[src/rtl/decryption_pkg.sv]
// Shared definitions for the decryption job scheduler: scheduler states,
// the register map of the decryption register file and the cipher select
// codes. key_addr() maps a cipher select onto its key register address.
package decryption_pkg;

  typedef enum logic [3:0] {
    IDLE,
    REJECT,
    WR_SEL,
    WAIT_SEL,
    WR_KEY,
    WAIT_KEY,
    GRANT,
    DRAIN,
    ABORT
  } state_t;

  localparam logic [7:0] ADDR_SELECT      = 8'h00;
  localparam logic [7:0] ADDR_CAESAR_KEY  = 8'h10;
  localparam logic [7:0] ADDR_SCYTALE_KEY = 8'h12;
  localparam logic [7:0] ADDR_ZIGZAG_KEY  = 8'h14;

  localparam logic [1:0] SEL_CAESAR  = 2'd0;
  localparam logic [1:0] SEL_SCYTALE = 2'd1;
  localparam logic [1:0] SEL_ZIGZAG  = 2'd2;
  localparam logic [1:0] SEL_INVALID = 2'd3;

  function automatic logic [7:0] key_addr(input logic [1:0] sel);
    case (sel)
      SEL_CAESAR:  return ADDR_CAESAR_KEY;
      SEL_SCYTALE: return ADDR_SCYTALE_KEY;
      default:     return ADDR_ZIGZAG_KEY;
    endcase
  endfunction

endpackage

[src/rtl/rr_arbiter.sv]
// Combinational round-robin arbiter.
// Picks the first asserted request at or after ptr, wrapping at NUM_REQ-1.
// Ports:
//   req  in  NUM_REQ  request vector
//   ptr  in  IDX_W    highest-priority index for this decision
//   gnt  out NUM_REQ  one-hot winner (all zero when no request)
//   idx  out IDX_W    winner index
//   vld  out 1        at least one request present
module rr_arbiter #(
  parameter int NUM_REQ = 4,
  parameter int IDX_W   = 2
) (
  input  logic [NUM_REQ-1:0] req,
  input  logic [IDX_W-1:0]   ptr,
  output logic [NUM_REQ-1:0] gnt,
  output logic [IDX_W-1:0]   idx,
  output logic               vld
);

  // Outer loop walks priority order starting at ptr; the inner loop keeps
  // every bit select constant so the search stays a plain mux tree.
  always_comb begin
    gnt = '0;
    idx = '0;
    vld = 1'b0;
    for (int off = 0; off < NUM_REQ; off++) begin
      for (int i = 0; i < NUM_REQ; i++) begin
        if (!vld && req[i] && (((int'(ptr) + off) % NUM_REQ) == i)) begin
          vld    = 1'b1;
          gnt[i] = 1'b1;
          idx    = IDX_W'(i);
        end
      end
    end
  end

endmodule

[src/rtl/decryption_job_scheduler.sv]
// Job sequencer and arbiter in front of the decryption top level.
// Arbitrates round-robin among NUM_REQ requesters, programs the select and
// key registers for the winning job, grants the data path until the winner
// releases its request, then waits for the datapath to drain.
// Ports:
//   clk_sys, rst           clock, asynchronous active-high reset
//   req/req_sel/req_key    per-requester request, cipher select and key
//   gnt                    one-hot data-path grant
//   active                 high whenever a job is in progress
//   job_done / job_err     one-cycle completion / rejection-or-abort pulses
//   reg_addr/reg_write/reg_read/reg_wdata  register write port (read unused)
//   reg_done / reg_error   register access acknowledge / error
//   dec_busy               OR of decryptor busy flags
module decryption_job_scheduler
  import decryption_pkg::*;
#(
  parameter int NUM_REQ    = 4,
  parameter int ADDR_WIDTH = 8,
  parameter int REG_WIDTH  = 16,
  parameter int TIMEOUT    = 15
) (
  input  logic                         clk_sys,
  input  logic                         rst,
  input  logic [NUM_REQ-1:0]           req,
  input  logic [2*NUM_REQ-1:0]         req_sel,
  input  logic [REG_WIDTH*NUM_REQ-1:0] req_key,
  output logic [NUM_REQ-1:0]           gnt,
  output logic                         active,
  output logic                         job_done,
  output logic                         job_err,
  output logic [ADDR_WIDTH-1:0]        reg_addr,
  output logic                         reg_write,
  output logic                         reg_read,
  output logic [REG_WIDTH-1:0]         reg_wdata,
  input  logic                         reg_done,
  input  logic                         reg_error,
  input  logic                         dec_busy
);

  localparam int IDX_W = (NUM_REQ > 1) ? $clog2(NUM_REQ) : 1;
  // The write cycle counts toward TIMEOUT, so the last waiting cycle holds
  // TIMEOUT-2 and ABORT lands exactly TIMEOUT cycles after the write.
  localparam logic [3:0] TMO_LAST = 4'(TIMEOUT - 2);

  state_t state, state_nx;

  logic [IDX_W-1:0]     ptr;
  logic [IDX_W-1:0]     win_idx;
  logic [IDX_W-1:0]     win_next;
  logic [NUM_REQ-1:0]   win_oh;
  logic [NUM_REQ-1:0]   arb_gnt;
  logic [IDX_W-1:0]     arb_idx;
  logic                 arb_vld;
  logic [1:0]           arb_sel;
  logic [REG_WIDTH-1:0] arb_key;
  logic [1:0]           sel_q;
  logic [REG_WIDTH-1:0] key_q;
  logic [3:0]           tmo_cnt;
  logic                 quiet;
  logic                 drain_ok;
  logic                 win_req;

  rr_arbiter #(
    .NUM_REQ (NUM_REQ),
    .IDX_W   (IDX_W)
  ) u_arb (
    .req (req),
    .ptr (ptr),
    .gnt (arb_gnt),
    .idx (arb_idx),
    .vld (arb_vld)
  );

  // Select and key of the current arbitration winner.
  always_comb begin
    arb_sel = '0;
    arb_key = '0;
    for (int i = 0; i < NUM_REQ; i++) begin
      if (arb_idx == IDX_W'(i)) begin
        arb_sel = req_sel[2*i +: 2];
        arb_key = req_key[REG_WIDTH*i +: REG_WIDTH];
      end
    end
  end

  assign win_next = (win_idx == IDX_W'(NUM_REQ - 1)) ? '0 : win_idx + 1'b1;
  assign win_req  = |(req & win_oh);
  // dec_busy must read 0 in this cycle and the one before, both in DRAIN.
  assign drain_ok = !dec_busy && quiet;
  assign active   = (state != IDLE);
  assign reg_read = 1'b0;

  // Control state: FSM, pointer, winner, timeout counter, drain history.
  always_ff @(posedge clk_sys or posedge rst) begin
    if (rst) begin
      state   <= IDLE;
      ptr     <= '0;
      win_idx <= '0;
      win_oh  <= '0;
      tmo_cnt <= '0;
      quiet   <= 1'b0;
    end else begin
      state <= state_nx;
      case (state)
        IDLE: begin
          if (arb_vld) begin
            win_idx <= arb_idx;
            win_oh  <= arb_gnt;
          end
        end
        WR_SEL, WR_KEY:     tmo_cnt <= '0;
        WAIT_SEL, WAIT_KEY: tmo_cnt <= tmo_cnt + 4'd1;
        GRANT:              quiet   <= 1'b0;
        DRAIN:              quiet   <= !dec_busy;
        default: ;
      endcase
      if ((state == REJECT) || (state == ABORT) || ((state == DRAIN) && drain_ok))
        ptr <= win_next;
    end
  end

  // Job payload latched at arbitration; later req_sel/req_key changes are ignored.
  always_ff @(posedge clk_sys) begin
    if ((state == IDLE) && arb_vld) begin
      sel_q <= arb_sel;
      key_q <= arb_key;
    end
  end

  always_comb begin
    state_nx  = state;
    gnt       = '0;
    job_done  = 1'b0;
    job_err   = 1'b0;
    reg_write = 1'b0;
    reg_addr  = '0;
    reg_wdata = '0;
    case (state)
      IDLE: begin
        if (arb_vld)
          state_nx = (arb_sel == SEL_INVALID) ? REJECT : WR_SEL;
      end
      REJECT: begin
        job_err  = 1'b1;
        state_nx = IDLE;
      end
      WR_SEL: begin
        reg_write = 1'b1;
        reg_addr  = ADDR_WIDTH'(ADDR_SELECT);
        reg_wdata = REG_WIDTH'(sel_q);
        state_nx  = WAIT_SEL;
      end
      WAIT_SEL: begin
        // Error wins over a simultaneous done.
        if (reg_error)                state_nx = ABORT;
        else if (reg_done)            state_nx = WR_KEY;
        else if (tmo_cnt == TMO_LAST) state_nx = ABORT;
      end
      WR_KEY: begin
        reg_write = 1'b1;
        reg_addr  = ADDR_WIDTH'(key_addr(sel_q));
        reg_wdata = key_q;
        state_nx  = WAIT_KEY;
      end
      WAIT_KEY: begin
        if (reg_error)                state_nx = ABORT;
        else if (reg_done)            state_nx = GRANT;
        else if (tmo_cnt == TMO_LAST) state_nx = ABORT;
      end
      GRANT: begin
        gnt = win_oh;
        if (!win_req) state_nx = DRAIN;
      end
      DRAIN: begin
        if (drain_ok) begin
          job_done = 1'b1;
          state_nx = IDLE;
        end
      end
      ABORT: begin
        job_err  = 1'b1;
        state_nx = IDLE;
      end
      default: state_nx = IDLE;
    endcase
  end

endmodule

[config.mk]
export PLATFORM = sky130hd
export DESIGN_NAME = decryption_job_scheduler
export DESIGN_NICKNAME = d
export VERILOG_FILES = /design/src/rtl/decryption_pkg.sv /design/src/rtl/rr_arbiter.sv /design/src/rtl/decryption_job_scheduler.sv
export SDC_FILE = /design/constraint.sdc
export NUM_CORES = 1
export LEC_CHECK = 0
export BUFFER_PORTS_ARGS = -buffer_cell sky130_fd_sc_hd__buf_4
export CAP_MARGIN = 25
export CORE_MARGIN = 2
export CORE_UTILIZATION = 52
export DETAILED_ROUTE_END_ITERATION = 8
export PLACE_DENSITY = 0.88
export SYNTH_ARGS = -nofsm -noshare
export SYNTH_HDL_FRONTEND = slang
export SYNTH_SLANG_ARGS = --single-unit
[constraint.sdc]
create_clock -name clk_sys -period 4.2 [get_ports clk_sys]
set_input_delay 0.42 -clock clk_sys [delete_from_list [all_inputs] [get_ports clk_sys]]
set_output_delay 0.42 -clock clk_sys [all_outputs]
set_load 0.03 [all_outputs]
# [Word level (Yosys, flattened, before mapping)]
# Index checks and enable logic that the tools add are counted.
[op_classes] n_addsub=5 eq_ne=30 n_mux=75 n_bitwise=4 reduce_logical=71
[ops] op="32-bit logical NOT" n=4
[ops] op="16-bit 2-to-1 mux" n=4
[ops] op="2-bit 2-to-1 mux" n=20
[ops] op="1-bit 2-to-1 mux" n=36
[ops] op="4-bit 2-to-1 mux" n=9
[ops] op="1-bit logical AND" n=34
[ops] op="16-bit case mux with 2 select lines" n=1
[ops] op="4-bit case mux with 7 select lines" n=1
[ops] op="3-bit equality test, second input constant" n=6
[ops] op="4-bit by 3-bit equality test with 1-bit output, second input constant" n=4
[ops] op="1-bit logical NOT" n=16
[ops] op="2-bit equality test, second input constant" n=6
[ops] op="2-bit OR reduction" n=6
[ops] op="3-bit by 2-bit equality test with 1-bit output, second input constant" n=3
[ops] op="4-bit by 2-bit equality test with 1-bit output, second input constant" n=2
[ops] op="4-bit equality test, second input constant" n=2
[ops] op="4-bit case mux with 2 select lines" n=1
[ops] op="2-bit by 1-bit equality test with 1-bit output, second input constant" n=3
[ops] op="2-bit inequality test, second input constant" n=3
[ops] op="3-bit case mux with 2 select lines" n=1
[ops] op="5-bit 2-to-1 mux" n=1
[ops] op="2-bit by 1-bit adder with 2-bit output, second input constant" n=2
[ops] op="2-bit adder, second input constant" n=2
[ops] op="4-bit by 1-bit adder with 4-bit output, second input constant" n=1
[ops] op="other kinds (12)" n=17
[word_totals] reg_bits=35 inputBits=81 out_inout_bits=33 elab_cells=193

# [Logic depth before layout (Yosys ltp)]
[logic_depth] depth_word=72 depth_mapped=8 mapped_depth_nobuf=7

# [Hierarchy]
# From an unflattened synthesis, not the netlist that was laid out.
[unflattened] hier_cells=202 hier_area_um2=2352.3
[modules_own_cells] mod="decryption_job_scheduler" n_inst=1 cells_per_inst=175 area_per_inst_um2=2203.4 seq_area_each_um2=965.9
[modules_own_cells] mod="rr_arbiter" n_inst=1 cells_per_inst=27 area_per_inst_um2=148.9 seq_area_each_um2=0.0

# [Worst setup path after synthesis]
# OpenSTA, ideal clock, no wires.
[synth_timing] path_kind="reg2reg" from="register state[1]" to="register key_q[0], enable pin" setup_time_ns=0.375 arrival_ns=1.710 required_ns=3.825 path_slack_ns=2.116 path_stages_with_launch=6 n_path_buf=1 period_less_slack_ns=2.084 cell_sequence="dfrtp_1 > buf_2 > nor2_1 > nand2_1 > or2_2 > inv_1"
[synth_via] elab_chain_cells=2
[synth_lines] item="start, declared" line_no="decryption_job_scheduler.sv:45" rtl="state_t state, state_nx;"
[synth_lines] item="start signal, assigned" line_no="decryption_job_scheduler.sv:103" rtl="state <= state_nx;"
[synth_lines] item="4-bit logical NOT" line_no="decryption_job_scheduler.sv:124" rtl="if ((state == IDLE) && arb_vld) begin"
[synth_lines] item="1-bit logical AND" line_no="decryption_job_scheduler.sv:124"
[synth_lines] item="end signal, assigned" line_no="decryption_job_scheduler.sv:126" rtl="key_q <= arb_key;"
[synth_lines] item="end, declared" line_no="decryption_job_scheduler.sv:57" rtl="logic [REG_WIDTH-1:0] key_q;"
# Every way passes these cells.
# A chain may end at the register's enable or synchronous reset.

# [Final worst setup path]
[layout_timing] from="register state[0]" to="register key_q[14], enable pin"
# Same word-level chain as after synthesis.

==> results.json <==
{
  "synthTopCellsByCount": "nor2_1 (27), nand2_1 (19), edfxtp_1 (18), dfrtp_1 (17), and3_1 (16)",
  "cts_htree_levels": 2,
  "syn_inst": 281,
  "outcome": "complete, no violations",
  "switching_share": 0.4292,
  "yosys_register_bits": 35,
  "hold_buffers": 0,
  "holdCritPathClass": "input pin to asynchronous set/reset pin",
  "cts_resized": 0,
  "fin_util": 0.7155,
  "antenna_found_initial": 0,
  "wirelength_mm": 7.252,
  "vias_per_cell": 5.803,
  "switchingPower_uw": 834.9,
  "ant_nets": 0,
  "clock_sinks": 35,
  "synth_top_area_share": 0.2094,
  "cts_buffer_depth": 2,
  "yosysMostFrequentCell": "nor2_1",
  "finalHoldViolCount": 0,
  "finalCritPeriodShare": 0.6755,
  "fin_crit_ns": 2.837,
  "drv_cap": 0,
  "num_vias": 2559,
  "slew_headroom": 0.3252,
  "antenna_cells": 0,
  "clk_latency_ns": 0.29,
  "avgSynthCellArea_sq_um": 9.186,
  "tightest_slew_ns": 1.010,
  "cp_max_fo": 21,
  "cts_made_buffers": 5,
  "p_per_area_nw_per_um2": 571.9,
  "intPower_uw": 1111,
  "grt_max_degree": 24,
  "synthToLayoutAreaGrowth_pct": 31.80,
  "std_cell_rows": 25,
  "rr_worst_depth": 4,
  "endpoint_kind": "register",
  "worstSetupStartpointType": "register",
  "drive_gt1_frac": 0.3690,
  "fin_setup_tns_ns": 0,
  "num_io_pins": 114,
  "rsz0062_at_grt": "false",
  "arrival_ns": 2.76,
  "grt_pass1_vias": 2332,
  "die_x_um": 74.46,
  "routedWlPerCell_um": 16.44,
  "fillers": 370,
  "finalMaxSlewViolations": 0,
  "core_sq_um": 4755,
  "cp_data_required_time_ns": 4.12,
  "clock_skew_ns": 0.006987,
  "setup_viol": 0,
  "ir_drop_mv": 0.3574,
  "synthTopCellsByArea": "edfxtp_1 (21%), dfrtp_1 (16%), nor2_1 (3.9%)",
  "pwr-share-comb": 0.505,
  "timing_worst_setup_path_type": "register to register",
  "synth_area_sq_um": 2581,
  "initial_utilization": 0.5429,
  "yosysTopAreaCell": "edfxtp_1",
  "drt-pass1-iter-count": 5,
  "seq_area_frac_synth": 0.3742,
  "yosysWarningCount": 0,
  "synth.distinct_cells": 64,
  "die_y_um": 74.46,
  "nets": 457,
  "synth_enable_flop_cells": 18,
  "synth_ff_type": "edfxtp_1",
  "gr-total-overflow": 0,
  "p_seq_frac": 0.357,
  "ctsRootBufferMaster": "clkbuf_8",
  "drcViolationCount": 0,
  "cts_tree": "yes",
  "regArea_sq_um": 965.9,
  "grt_pass1_wl_mm": 11.17,
  "clockPowerShare": 0.138,
  "gp_congestion": 0.8715,
  "grtUsageTotal": 0.2659,
  "cts_setup_buffers": 0,
  "multi_input_area_sq_um": 1411,
  "p_leak_uw": 0.001637,
  "port_buffers": 107,
  "clk_pin_slew_ns": 0.07,
  "fmax_ghz": 0.3525,
  "p_total_uw": 1946,
  "dieArea_sq_um": 5544,
  "async_flop_share": 0.4857,
  "drt_iter0_drc": 216,
  "hpwl_mm": 5.523
}
-- sequential cells by signal (all words and copies together) (netlist names) --
signal and flops:
win_idx 2, sel_q 2, win_oh 4, ptr 2, quiet 1, key_q 16
tmo_cnt 4, state 4
-- worst max-delay path, cell delays in order (launching register included) --
cell	delay, ns
dfrtp_1	0.53
nor2_1	0.70
nand2_1	0.20
or2_2	0.43
inv_1	0.61
-- cell families (layout without fill, tap and decap cells) --
group | count (synthesis) | after routing | synth area share
AOI/OAI and AO/OA | 74 | 74 | 0.2036
xor gates and xnor gates | 3 | 3 | 0.01018
adders and majority gates | 3 | 3 | 0.01454
buffers and inverters | 36 | 124 | 0.08628
DFF | 35 | 35 | 0.3742
muxes | 13 | 13 | 0.05187
other | 1 | 6 | 0.001453
and+or+nand+nor | 116 | 116 | 0.2579
-- through the flow --
| stage | area [sq um] | setup WS (ns) | hold WS (ns) | instances |
|---|---|---|---|---|
| 6_report | 3402 | 1.363 | 0.2193 | 441 |
| 3_3_place_gp | 3302 | 1.541 | 0.4871 | 433 |
| 3_5_place_dp | 3302 | 1.433 | 0.5037 | 433 |
| 2_1_floorplan | 2600 | 2.116 | 0.3461 | 286 |
| 4_1_cts | 3402 | 1.351 | 0.2385 | 441 |
| 5_1_grt | 3402 | 1.113 | 0.2915 | 441 |
-- layout by cell type (no fill, tap or decap), drive strengths merged, types with 2 or more instances in the layout --
cell type	count
o21ai	17
a21oi	8
clkbuf	8
and3b	3
nor3	6
a211oi	3
o2bb2ai	4
edfxtp	18
a31oi	11
inv	8
nand2b	4
and3	16
a22oi	10
a31o	2
nand3	15
nor2	28
nor2b	5
dfrtp	17
conb	6
buf	108
nor4	2
mux2i	10
o22ai	2
a22o	3
nand2	20
ha	3
xnor2	2
mux2	3
or2	4
a32oi	2
and2	5
-- area by class of cell --
cell class	instances	share of cell area
multi-input cells	215	0.4149
well taps	67	0.02464
repair buffers	108	0.2383
inverters	8	0.008827
clock buffers	8	0.02942
flip-flops and latches	35	0.2839
-- path summary, 6_finish.rpt --
| path | start | end | slack [ns] |
|---|---|---|---|
| setup / recovery | state[0]$_DFFE_PP0P_ | key_q[14]$_DFFE_PP_ | 1.36 |
| hold / removal | rst | win_idx[1]$_DFFE_PP0P_ | 0.22 |
| setup reg to reg | state[0]$_DFFE_PP0P_ | key_q[14]$_DFFE_PP_ | 1.36 |
| min in group clk_sys | reg_error | state[3]$_DFFE_PP0P_ | 0.42 |
| hold reg to reg | win_idx[1]$_DFFE_PP0P_ | win_idx[1]$_DFFE_PP0P_ | 0.52 |
| max in group asynchronous | rst | win_oh[2]$_DFFE_PP0P_ | 3.56 |
-- power groups by stage --
stage	Combinational (uW)	Sequential, uW	Clock, uW
after CTS	972	690	274
final	982	694	269
after floorplan	793	617	0
after detailed placement	966	697	0
after global placement	938	686	0
after global routing	1070	716	286
-- layer usage --
| metal | vias up | global-route usage | routed length (um) |
|---|---|---|---|
| met5 | - | 0 | 0 |
| met4 | 0 | 0.09921 | 144 |
| met3 | 17 | 0.04336 | 528 |
| met2 | 143 | 0.4149 | 3647 |
| met1 | 1191 | 0.3734 | 2931 |
| li1 | 1208 | - | - |
Note: power is estimated with default switching activity, not from simulation.
